## config.mk

```make
export PLATFORM = sky130hd
export DESIGN_NAME = lms_adapt_ctrl
export DESIGN_NICKNAME = d
export VERILOG_FILES = /design/src/rtl/lms_ctrl_pkg.sv /design/src/rtl/lms_err_mag.sv /design/src/rtl/lms_adapt_ctrl.sv
export SDC_FILE = /design/constraint.sdc
export NUM_CORES = 1
export LEC_CHECK = 0
export CAP_MARGIN = 10
export CORE_MARGIN = 2
export CORE_UTILIZATION = 48
export CTS_CLUSTER_SIZE = 40
export DETAILED_ROUTE_END_ITERATION = 10
export PLACE_DENSITY = 0.86
export SLEW_MARGIN = 20
export SYNTH_ARGS = -nofsm -noshare
export SYNTH_HDL_FRONTEND = slang
export SYNTH_SLANG_ARGS = --single-unit
```

## constraint.sdc

```tcl
create_clock -name clk -period 6.9 [get_ports clk]
set_clock_uncertainty 0.15 [all_clocks]
set_input_delay 1.38 -clock clk [delete_from_list [all_inputs] [get_ports clk]]
set_output_delay 1.38 -clock clk [all_outputs]
set_load 0.01 [all_outputs]
```

## src/rtl/lms_ctrl_pkg.sv

```systemverilog
// Shared types and helpers for the LMS adaptation sequencer.
// Optional feature macro used by the top: LMS_CTRL_TIMEOUT_EN.
package lms_ctrl_pkg;

    localparam int N_DEF = 32;
    localparam int MAG_W = 64;

    typedef enum logic [2:0] {
        ST_IDLE,
        ST_LOAD,
        ST_ACCEPT,
        ST_ISSUE,
        ST_WAIT,
        ST_CHECK,
        ST_DONE
    } state_t;

    // x is an n-bit signed value sign-extended to MAG_W; the result is clamped
    // to 2^(n-1)-1 so the most negative input does not wrap.
    function automatic logic [MAG_W-1:0] sat_abs(input logic [MAG_W-1:0] x,
                                                 input int unsigned n);
        logic [MAG_W-1:0] lim;
        logic [MAG_W-1:0] a;
        lim = (MAG_W'(1) << (n - 1)) - MAG_W'(1);
        a   = x[MAG_W-1] ? (~x + MAG_W'(1)) : x;
        return (a > lim) ? lim : a;
    endfunction

endpackage

```

## src/rtl/lms_err_mag.sv

```systemverilog
// Saturated magnitude of the filter error and strict compare against threshold.
module lms_err_mag import lms_ctrl_pkg::*; #(
    parameter int N = N_DEF
) (
    input  logic [N-1:0] err_i,
    input  logic [N-1:0] thr_i,
    output logic         in_thr_o
);

    logic [MAG_W-1:0] err_ext;
    logic [MAG_W-1:0] mag;

    assign err_ext  = {{(MAG_W-N){err_i[N-1]}}, err_i};
    assign mag      = sat_abs(err_ext, N);
    assign in_thr_o = (mag < MAG_W'(thr_i));

endmodule

```

## src/rtl/lms_adapt_ctrl.sv

```systemverilog
// Training sequencer for the 3-tap LMS filter: feeds samples, watches |error|,
// freezes adaptation on convergence. LMS_CTRL_TIMEOUT_EN adds an iteration limit.
module lms_adapt_ctrl import lms_ctrl_pkg::*; #(
    parameter int N     = N_DEF,
    parameter int LAT   = 1,
    parameter int CNT_W = 16
) (
    input  logic             clk,
    input  logic             clr_n,
    input  logic             start,
    input  logic             abort,
    input  logic [N-1:0]     thr,
    input  logic [7:0]       hold_cnt,
    input  logic             s_valid,
    output logic             s_ready,
    input  logic [N-1:0]     s_x,
    input  logic [N-1:0]     s_d,
    output logic             f_clr,
    output logic             f_en,
    output logic             f_adapt,
    output logic [N-1:0]     f_x,
    output logic [N-1:0]     f_d,
    input  logic [N-1:0]     f_err,
`ifdef LMS_CTRL_TIMEOUT_EN
    input  logic [CNT_W-1:0] max_iter,
    output logic             timeout,
`endif
    output logic             busy,
    output logic             converged,
    output logic             done,
    output logic [CNT_W-1:0] sample_cnt
);

    localparam logic [7:0] LAT_M1 = 8'(LAT - 1);

    state_t           state_q, state_d;
    logic [7:0]       run_q, run_d;
    logic [7:0]       wait_q, wait_d;
    logic             in_thr_q, in_thr_d;
    logic [N-1:0]     f_x_q, f_x_d;
    logic [N-1:0]     f_d_q, f_d_d;
    logic [CNT_W-1:0] cnt_q, cnt_d;
    logic             conv_q, conv_d;
    logic             s_ready_q, f_en_q, f_clr_q, busy_q, done_q;
`ifdef LMS_CTRL_TIMEOUT_EN
    logic             tmo_q, tmo_d;
`endif

    logic             in_thr;
    logic [7:0]       hold_eff;
    logic [8:0]       run_inc;
    logic             hit;

    lms_err_mag #(.N(N)) u_mag (
        .err_i    (f_err),
        .thr_i    (thr),
        .in_thr_o (in_thr)
    );

    assign hold_eff = (hold_cnt == 8'd0) ? 8'd1 : hold_cnt;
    assign run_inc  = {1'b0, run_q} + 9'd1;
    assign hit      = in_thr_q && (run_inc >= {1'b0, hold_eff});

    always_comb begin
        state_d  = state_q;
        run_d    = run_q;
        wait_d   = wait_q;
        in_thr_d = in_thr_q;
        f_x_d    = f_x_q;
        f_d_d    = f_d_q;
        cnt_d    = cnt_q;
        conv_d   = conv_q;
`ifdef LMS_CTRL_TIMEOUT_EN
        tmo_d    = tmo_q;
`endif
        // abort beats everything, including a simultaneous start in IDLE
        if (abort) begin
            state_d = ST_IDLE;
        end else begin
            case (state_q)
                ST_IDLE: begin
                    if (start) begin
                        state_d = ST_LOAD;
                        run_d   = 8'd0;
                        cnt_d   = '0;
                        conv_d  = 1'b0;
`ifdef LMS_CTRL_TIMEOUT_EN
                        tmo_d   = 1'b0;
`endif
                    end
                end
                ST_LOAD: state_d = ST_ACCEPT;
                ST_ACCEPT: begin
                    if (s_valid) begin
                        state_d = ST_ISSUE;
                        f_x_d   = s_x;
                        f_d_d   = s_d;
                        if (cnt_q != '1) cnt_d = cnt_q + CNT_W'(1);
                    end
                end
                ST_ISSUE: begin
                    state_d = ST_WAIT;
                    wait_d  = 8'd0;
                end
                ST_WAIT: begin
                    // f_err is valid in the last WAIT cycle; latch the compare there
                    if (wait_q == LAT_M1) begin
                        state_d  = ST_CHECK;
                        in_thr_d = in_thr;
                    end else begin
                        wait_d = wait_q + 8'd1;
                    end
                end
                ST_CHECK: begin
                    run_d = !in_thr_q ? 8'd0 : (run_inc[8] ? run_q : run_inc[7:0]);
                    if (hit) begin
                        conv_d  = 1'b1;
                        state_d = ST_DONE;
                    end
`ifdef LMS_CTRL_TIMEOUT_EN
                    else if ((max_iter != '0) && (cnt_q == max_iter)) begin
                        tmo_d   = 1'b1;
                        state_d = ST_DONE;
                    end
`endif
                    else begin
                        state_d = ST_ACCEPT;
                    end
                end
                ST_DONE: state_d = ST_IDLE;
                default: state_d = ST_IDLE;
            endcase
        end
    end

    always_ff @(posedge clk) begin
        if (!clr_n) begin
            state_q   <= ST_IDLE;
            run_q     <= 8'd0;
            wait_q    <= 8'd0;
            in_thr_q  <= 1'b0;
            f_x_q     <= '0;
            f_d_q     <= '0;
            cnt_q     <= '0;
            conv_q    <= 1'b0;
            s_ready_q <= 1'b0;
            f_en_q    <= 1'b0;
            f_clr_q   <= 1'b1;
            busy_q    <= 1'b0;
            done_q    <= 1'b0;
`ifdef LMS_CTRL_TIMEOUT_EN
            tmo_q     <= 1'b0;
`endif
        end else begin
            state_q   <= state_d;
            run_q     <= run_d;
            wait_q    <= wait_d;
            in_thr_q  <= in_thr_d;
            f_x_q     <= f_x_d;
            f_d_q     <= f_d_d;
            cnt_q     <= cnt_d;
            conv_q    <= conv_d;
            // strobes decode the next state so every output comes straight from a flop
            s_ready_q <= (state_d == ST_ACCEPT);
            f_en_q    <= (state_d == ST_ISSUE);
            f_clr_q   <= (state_d == ST_LOAD);
            busy_q    <= (state_d != ST_IDLE);
            done_q    <= (state_d == ST_DONE);
`ifdef LMS_CTRL_TIMEOUT_EN
            tmo_q     <= tmo_d;
`endif
        end
    end

    assign s_ready    = s_ready_q;
    assign f_en       = f_en_q;
    assign f_adapt    = f_en_q;
    assign f_clr      = f_clr_q;
    assign f_x        = f_x_q;
    assign f_d        = f_d_q;
    assign busy       = busy_q;
    assign converged  = conv_q;
    assign done       = done_q;
    assign sample_cnt = cnt_q;
`ifdef LMS_CTRL_TIMEOUT_EN
    assign timeout    = tmo_q;
`endif

endmodule

```

After elaboration in Yosys (flattened, before gate mapping)
Cells that the tools add are included.
{ "word_totals": {"in_bits": 141, "output_inout_bits": 87, "regBits": 106, "elab_cells": 74} }
{ "op_classes": {"magnitude_cmp": 3, "addsub": 4, "muxes": 22, "n_eq_ne": 16, "bitwise_logic": 2, "reduce_logical": 14} }
{ "op_table": {"columns": ["operator", "n"], "rows": [
  ["$mux 64", 2],
  ["$add 64x1->64 const B", 1],
  ["$gt 64x31->1 const B", 1],
  ["$lt 64x32->1", 1],
  ["$not 64->64", 1],
  ["$mux 16", 3],
  ["$mux 8", 5],
  ["$pmux 16 s2", 1],
  ["$pmux 8 s2", 2],
  ["$pmux 3 s6", 1],
  ["$add 16x1->16 const B", 1],
  ["$logic_not 8->1", 2],
  ["$ne 16x16->1 const B", 1],
  ["$mux 3", 5],
  ["$eq 3x2->1 const B", 4],
  ["$ne 2x2->1 const B", 5],
  ["$add 8x1->9 const B", 1],
  ["$eq 3x3->1 const B", 3],
  ["$ge 9x8->1", 1],
  ["$reduce_and 3->1", 3],
  ["$add 8x1->8 const B", 1],
  ["$reduce_and 4->1", 2],
  ["$eq 3x1->1 const B", 2],
  ["$reduce_bool 2->1", 3],
  ["8 further kinds", 9]
]} }

Logic depth before layout (Yosys ltp)
{ "depth": {"ltp_word": 8, "depth_mapped": 15, "depth_no_buf": 15} }

By module
Synthesis repeated with hierarchy kept, for this count alone.
{ "hier_totals": {"hier_cells": 796, "area_unflattened_um2": 6377.4} }
{ "modules_own_cells": {"columns": ["mod", "area_each_um2", "cells_per_inst", "n_inst"], "rows": [
  ["lms_adapt_ctrl", 4753.3, 555, 1],
  ["lms_err_mag", 1624.1, 241, 1]
]} }

Worst setup path after synthesis
Ideal clock, no wire load.
{ "synth_path": {"path_type": "input to register", "from": "in f_err[1]", "to": "reg in_thr_q", "setup_ns": 0.074, "stages": 14, "path_slack_ns": 1.788, "arrival_time_ns": 4.888, "t_required_ns": 6.676, "path_cell_list": "or4_1 or4_4 buf_6 or4b_4 buf_6 clkbuf_1 nand2_1 ha_1 a21oi_1 o21ai_0 a2111oi_0 o21ai_2 a221o_1 a31oi_1"} }
{ "synth_between": {"elab_chain_len": 6} }
{ "synth_rtl": {"columns": ["item", "line", "text"], "rows": [
  ["start: declaration", "lms_adapt_ctrl.sv:23", "input logic [N-1:0] f_err,"],
  ["$not 64->64", "lms_ctrl_pkg.sv:25", "a = x[MAG_W-1] ? (~x + MAG_W'(1)) : x;"],
  ["$add 64x1->64", "lms_ctrl_pkg.sv:25", null],
  ["$mux 64 (*)", "lms_ctrl_pkg.sv:25", null],
  ["$gt 64x31->1", "lms_ctrl_pkg.sv:26", "return (a > lim) ? lim : a;"],
  ["$mux 64 (*)", "lms_ctrl_pkg.sv:26", null],
  ["$lt 64x32->1 (*)", "lms_err_mag.sv:15", "assign in_thr_o = (mag < MAG_W'(thr_i));"],
  ["end signal: assignment", "lms_adapt_ctrl.sv:158", "in_thr_q <= in_thr_d;"],
  ["end: declaration", "lms_adapt_ctrl.sv:39", "logic in_thr_q, in_thr_d;"]
]} }
Every way passes the cells marked *; elsewhere a longest branch is shown, timed or not.
A chain may end at the register's enable or synchronous reset.

Worst setup path after layout
Ends and elaborated chain as after synthesis.

==> flow_metrics.py <==
metrics = {
    "critical_path": {
        "rr_worst_depth": 9,
        "critPathCaptureType": "flop",
        "cp_num_buf_inv": 1,
        "worst_path_max_delay_cell": "or4b_4",
        "timing_worst_setup_path_type": "in -> reg",
        "cp-start-kind": "input port",
        "r2r_slack_ns": 4.11,
        "path_cells": "clkdlybuf4s50_1, or4_1, or4_4, or4b_4, nand2_1, ha_1, a21oi_1, o21ai_0, a2111oi_0, o21ai_2, a221o_1, a31oi_1",
        "cp.depth": 12,
        "r2r_end": "state_q[2]",
        "critPathLaunch": "f_err[1]",
        "required_ns": 7.02,
        "critPathArrivalTime_ns": 5.51,
        "worstReg2RegStart": "run_q[0]",
        "cp_top_family": "simple AND/OR/NAND/NOR gates",
        "critPathCapture": "in_thr_q",
        "cpPeakStageDelay_ns": 0.70,
        "critical_path.max_fanout": 26,
    },
    "grt": {
        "antenna_found_initial": 1,
        "grt_max_degree": 67,
        "busiest_layer": "met2",
        "grt_use_met3_pct": 5.81,
        "use_met2_pct": 40.2,
        "grt_pass1_vias": 5458,
        "track_usage_pct": 24.0,
        "use_met1_pct": 30.8,
        "gr-total-overflow": 0,
        "grt_pass1_wl_mm": 26.0,
    },
    "clock_network": {
        "cts_resized": 0,
        "holdBufCountCts": 0,
        "cts_inserted_buffers": 9,
        "postCtsSetupRepairBufs": 0,
        "cts_tree": "done",
        "cts_max_level": 3,
        "clk_pin_slew_ns": 0.07,
        "clock_sinks": 106,
        "cts_root_buf": "clkbuf_16",
        "clock_latency_ns": 0.35,
        "clk_path_buf_depth": 2,
    },
    "cells_and_area": {
        "synthToLayoutAreaGrowth_pct": 44.5,
        "seqCellArea_sq_um": 2120,
        "fin_nets": 1185,
        "drive_gt1_share_pct": 3.68,
        "multiInputGateArea_sq_um": 3530,
        "stdcell_area_sq_um": 8690,
        "nFillCells": 978,
    },
    "logic_synthesis": {
        "syn-cell-area_sq_um": 6010,
        "ys_async_sr_fraction_pct": 0,
        "ys_warn_count": 0,
        "ys_seq_area_share_pct": 35.3,
        "syn_inst": 794,
        "synth.distinct_cells": 60,
        "yosysTopAreaCell": "dfxtp_1",
        "synth_edf_count": 0,
        "synth_area_per_cell_sq_um": 7.57,
        "syn_nets": 979,
        "yosysMostFrequentCell": "nand2_1",
        "ys.flop_type": "dfxtp_1",
        "netlist_top_cells_area": "dfxtp_1 (35%), nand2_1 (11%), ha_1 (9.2%)",
        "yosys_register_bits": 106,
        "yosysTopAreaCellShare_pct": 35.3,
        "synth_common_cells": "nand2_1 (179), dfxtp_1 (106), a21oi_1 (87)",
    },
    "detailed_routing": {
        "wire_per_inst_microns": 13.9,
        "drt_iter0_markers": 529,
        "firstDrtPassIters": 5,
        "vias": 6161,
        "drc": 0,
        "ant_nets": 0,
        "viasPerCell": 5.25,
        "wl_mm": 16.3,
    },
    "min_path": {
        "hp-class": "reg -> reg",
    },
    "sta": {
        "rsz0062_at_grt": "false",
        "fin_setup_tns_ns": 0,
        "layout_min_cycle_time_ns": 5.39,
        "hold_slack_ns": 0.303,
        "max_freq_mhz": 186,
        "fin_crit_sh_pct": 78.1,
        "setup_viol": 0,
        "max-slew-margin-rel_pct": 40.3,
        "tightestPinTransition_ns": 0.887,
        "slew_violations": 0,
        "hold_viol_final": 0,
    },
    "floorplanning": {
        "num_io_pins": 228,
        "die-area_sq_um": 13400,
        "core_region_area_sq_um": 12100,
        "die_width_microns": 116,
        "std_cell_rows": 40,
        "start_util_pct": 49.7,
        "dieHeight_microns": 116,
    },
    "power": {
        "ir_worst_vdd_mv": 0.122,
        "power_density_nw_per_um2": 156,
        "p_leak_uw": 0.00332,
    },
    "placed_design": {
        "post-dp-hpwl_mm": 12.3,
        "placed_cell_area_sq_um": 8380,
        "gp_congestion": 0.924,
        "port_buffers": 227,
    },
    "status": {
        "outcome": "finished, final reports clean",
    },
    "job": {
        "cap_violations": 0,
    },
}
## flip-flops by register name (all words and copies together) (netlist names)
| signal | cells |
|---|---|
| s_ready | 1 |
| state_q | 3 |
| wait_q | 8 |
| f_adapt | 1 |
| in_thr_q | 1 |
| run_q | 8 |
| sample_cnt | 16 |
| f_clr | 1 |
| f_x | 32 |
| f_d | 32 |
| converged | 1 |
| done | 1 |
| busy | 1 |
## kinds of logic (layout without fill, tap and decap cells)
| family | Yosys count | count (layout) | share of synthesized area, % |
|---|---|---|---|
| mux | 6 | 6 | 1.04 |
| fa+ha+maj | 44 | 44 | 9.15 |
| flops | 106 | 106 | 35.3 |
| compound gates | 162 | 162 | 15.9 |
| other cells | 1 | 2 | 0.0623 |
| xor+xnor | 45 | 45 | 6.55 |
| simple gates | 337 | 337 | 25.9 |
| buf+inv | 93 | 304 | 6.12 |
## tightest hold or removal path, cell delays in order, from the launching register on
cell	delay (ns)
dfxtp_1	0.31
nand2_1	0.05
a21oi_1	0.05
## area by class of cell
| cell class | instances | area share (%) |
|---|---|---|
| inverter | 56 | 2.42 |
| timing repair buffer | 232 | 26.6 |
| multi-input combinational | 595 | 40.6 |
| clock inverter | 6 | 0.850 |
| clock buffer | 10 | 2.63 |
| antenna | 1 | 0.0288 |
| tap | 168 | 2.42 |
| sequential | 106 | 24.4 |
## power breakdown
| part | internal, uW | switching, uW |
|---|---|---|
| registers | 614 | 2.30 |
| logic | 124 | 94.4 |
| clock network | 286 | 237 |
## worst min path at each step
stage                         from       end  slack [ns]  cells past startpoint
after detailed placement   f_d[15]   f_d[15]        0.30                      2
final                       f_d[8]    f_d[8]        0.30                      2
after floorplan           in_thr_q  in_thr_q        0.30                      2
after global routing       f_d[20]   f_d[20]        0.32                      2
after global placement     f_x[25]   f_x[25]        0.29                      2
after CTS                   f_d[7]    f_d[7]        0.30                      2
## stage by stage
| step | utilization (%) | total power (uW) | setup slack [ns] | cells |
|---|---|---|---|---|
| after floorplan | - | 729 | 1.79 | 794 |
| after global placement | 69.2 | 842 | 1.31 | 1157 |
| after detailed placement | 69.2 | 847 | 1.22 | 1157 |
| after CTS | 71.7 | 1370 | 1.57 | 1173 |
| after global routing | 71.7 | 1420 | 1.23 | 1174 |
| final | 71.7 | 1360 | 1.51 | 1174 |
## per-layer routing
metal / vias up / routed length (microns)
met1: 2811 / 7110
met5: - / 0
met3: 26 / 1130
met4: 0 / 240
li1: 3116 / -
met2: 208 / 7840
## cell usage in the layout, fill, tap and decap left out, types with 5 or more instances in the layout
master / instances
o21ai_0: 21
and3_1: 7
clkdlybuf4s50_1: 227
clkbuf_16: 9
a21oi_1: 87
a21o_1: 7
nand2_1: 179
nand2b_1: 8
dfxtp_1: 106
or3_1: 14
nor3_1: 15
inv_1: 55
nor2_1: 43
nand4_1: 10
xor2_1: 26
xnor2_1: 19
a211oi_1: 7
buf_4: 5
o31ai_1: 10
nand3_1: 20
or2_2: 6
ha_1: 44
nor4_1: 8
Power figures use the tool's default switching activity.
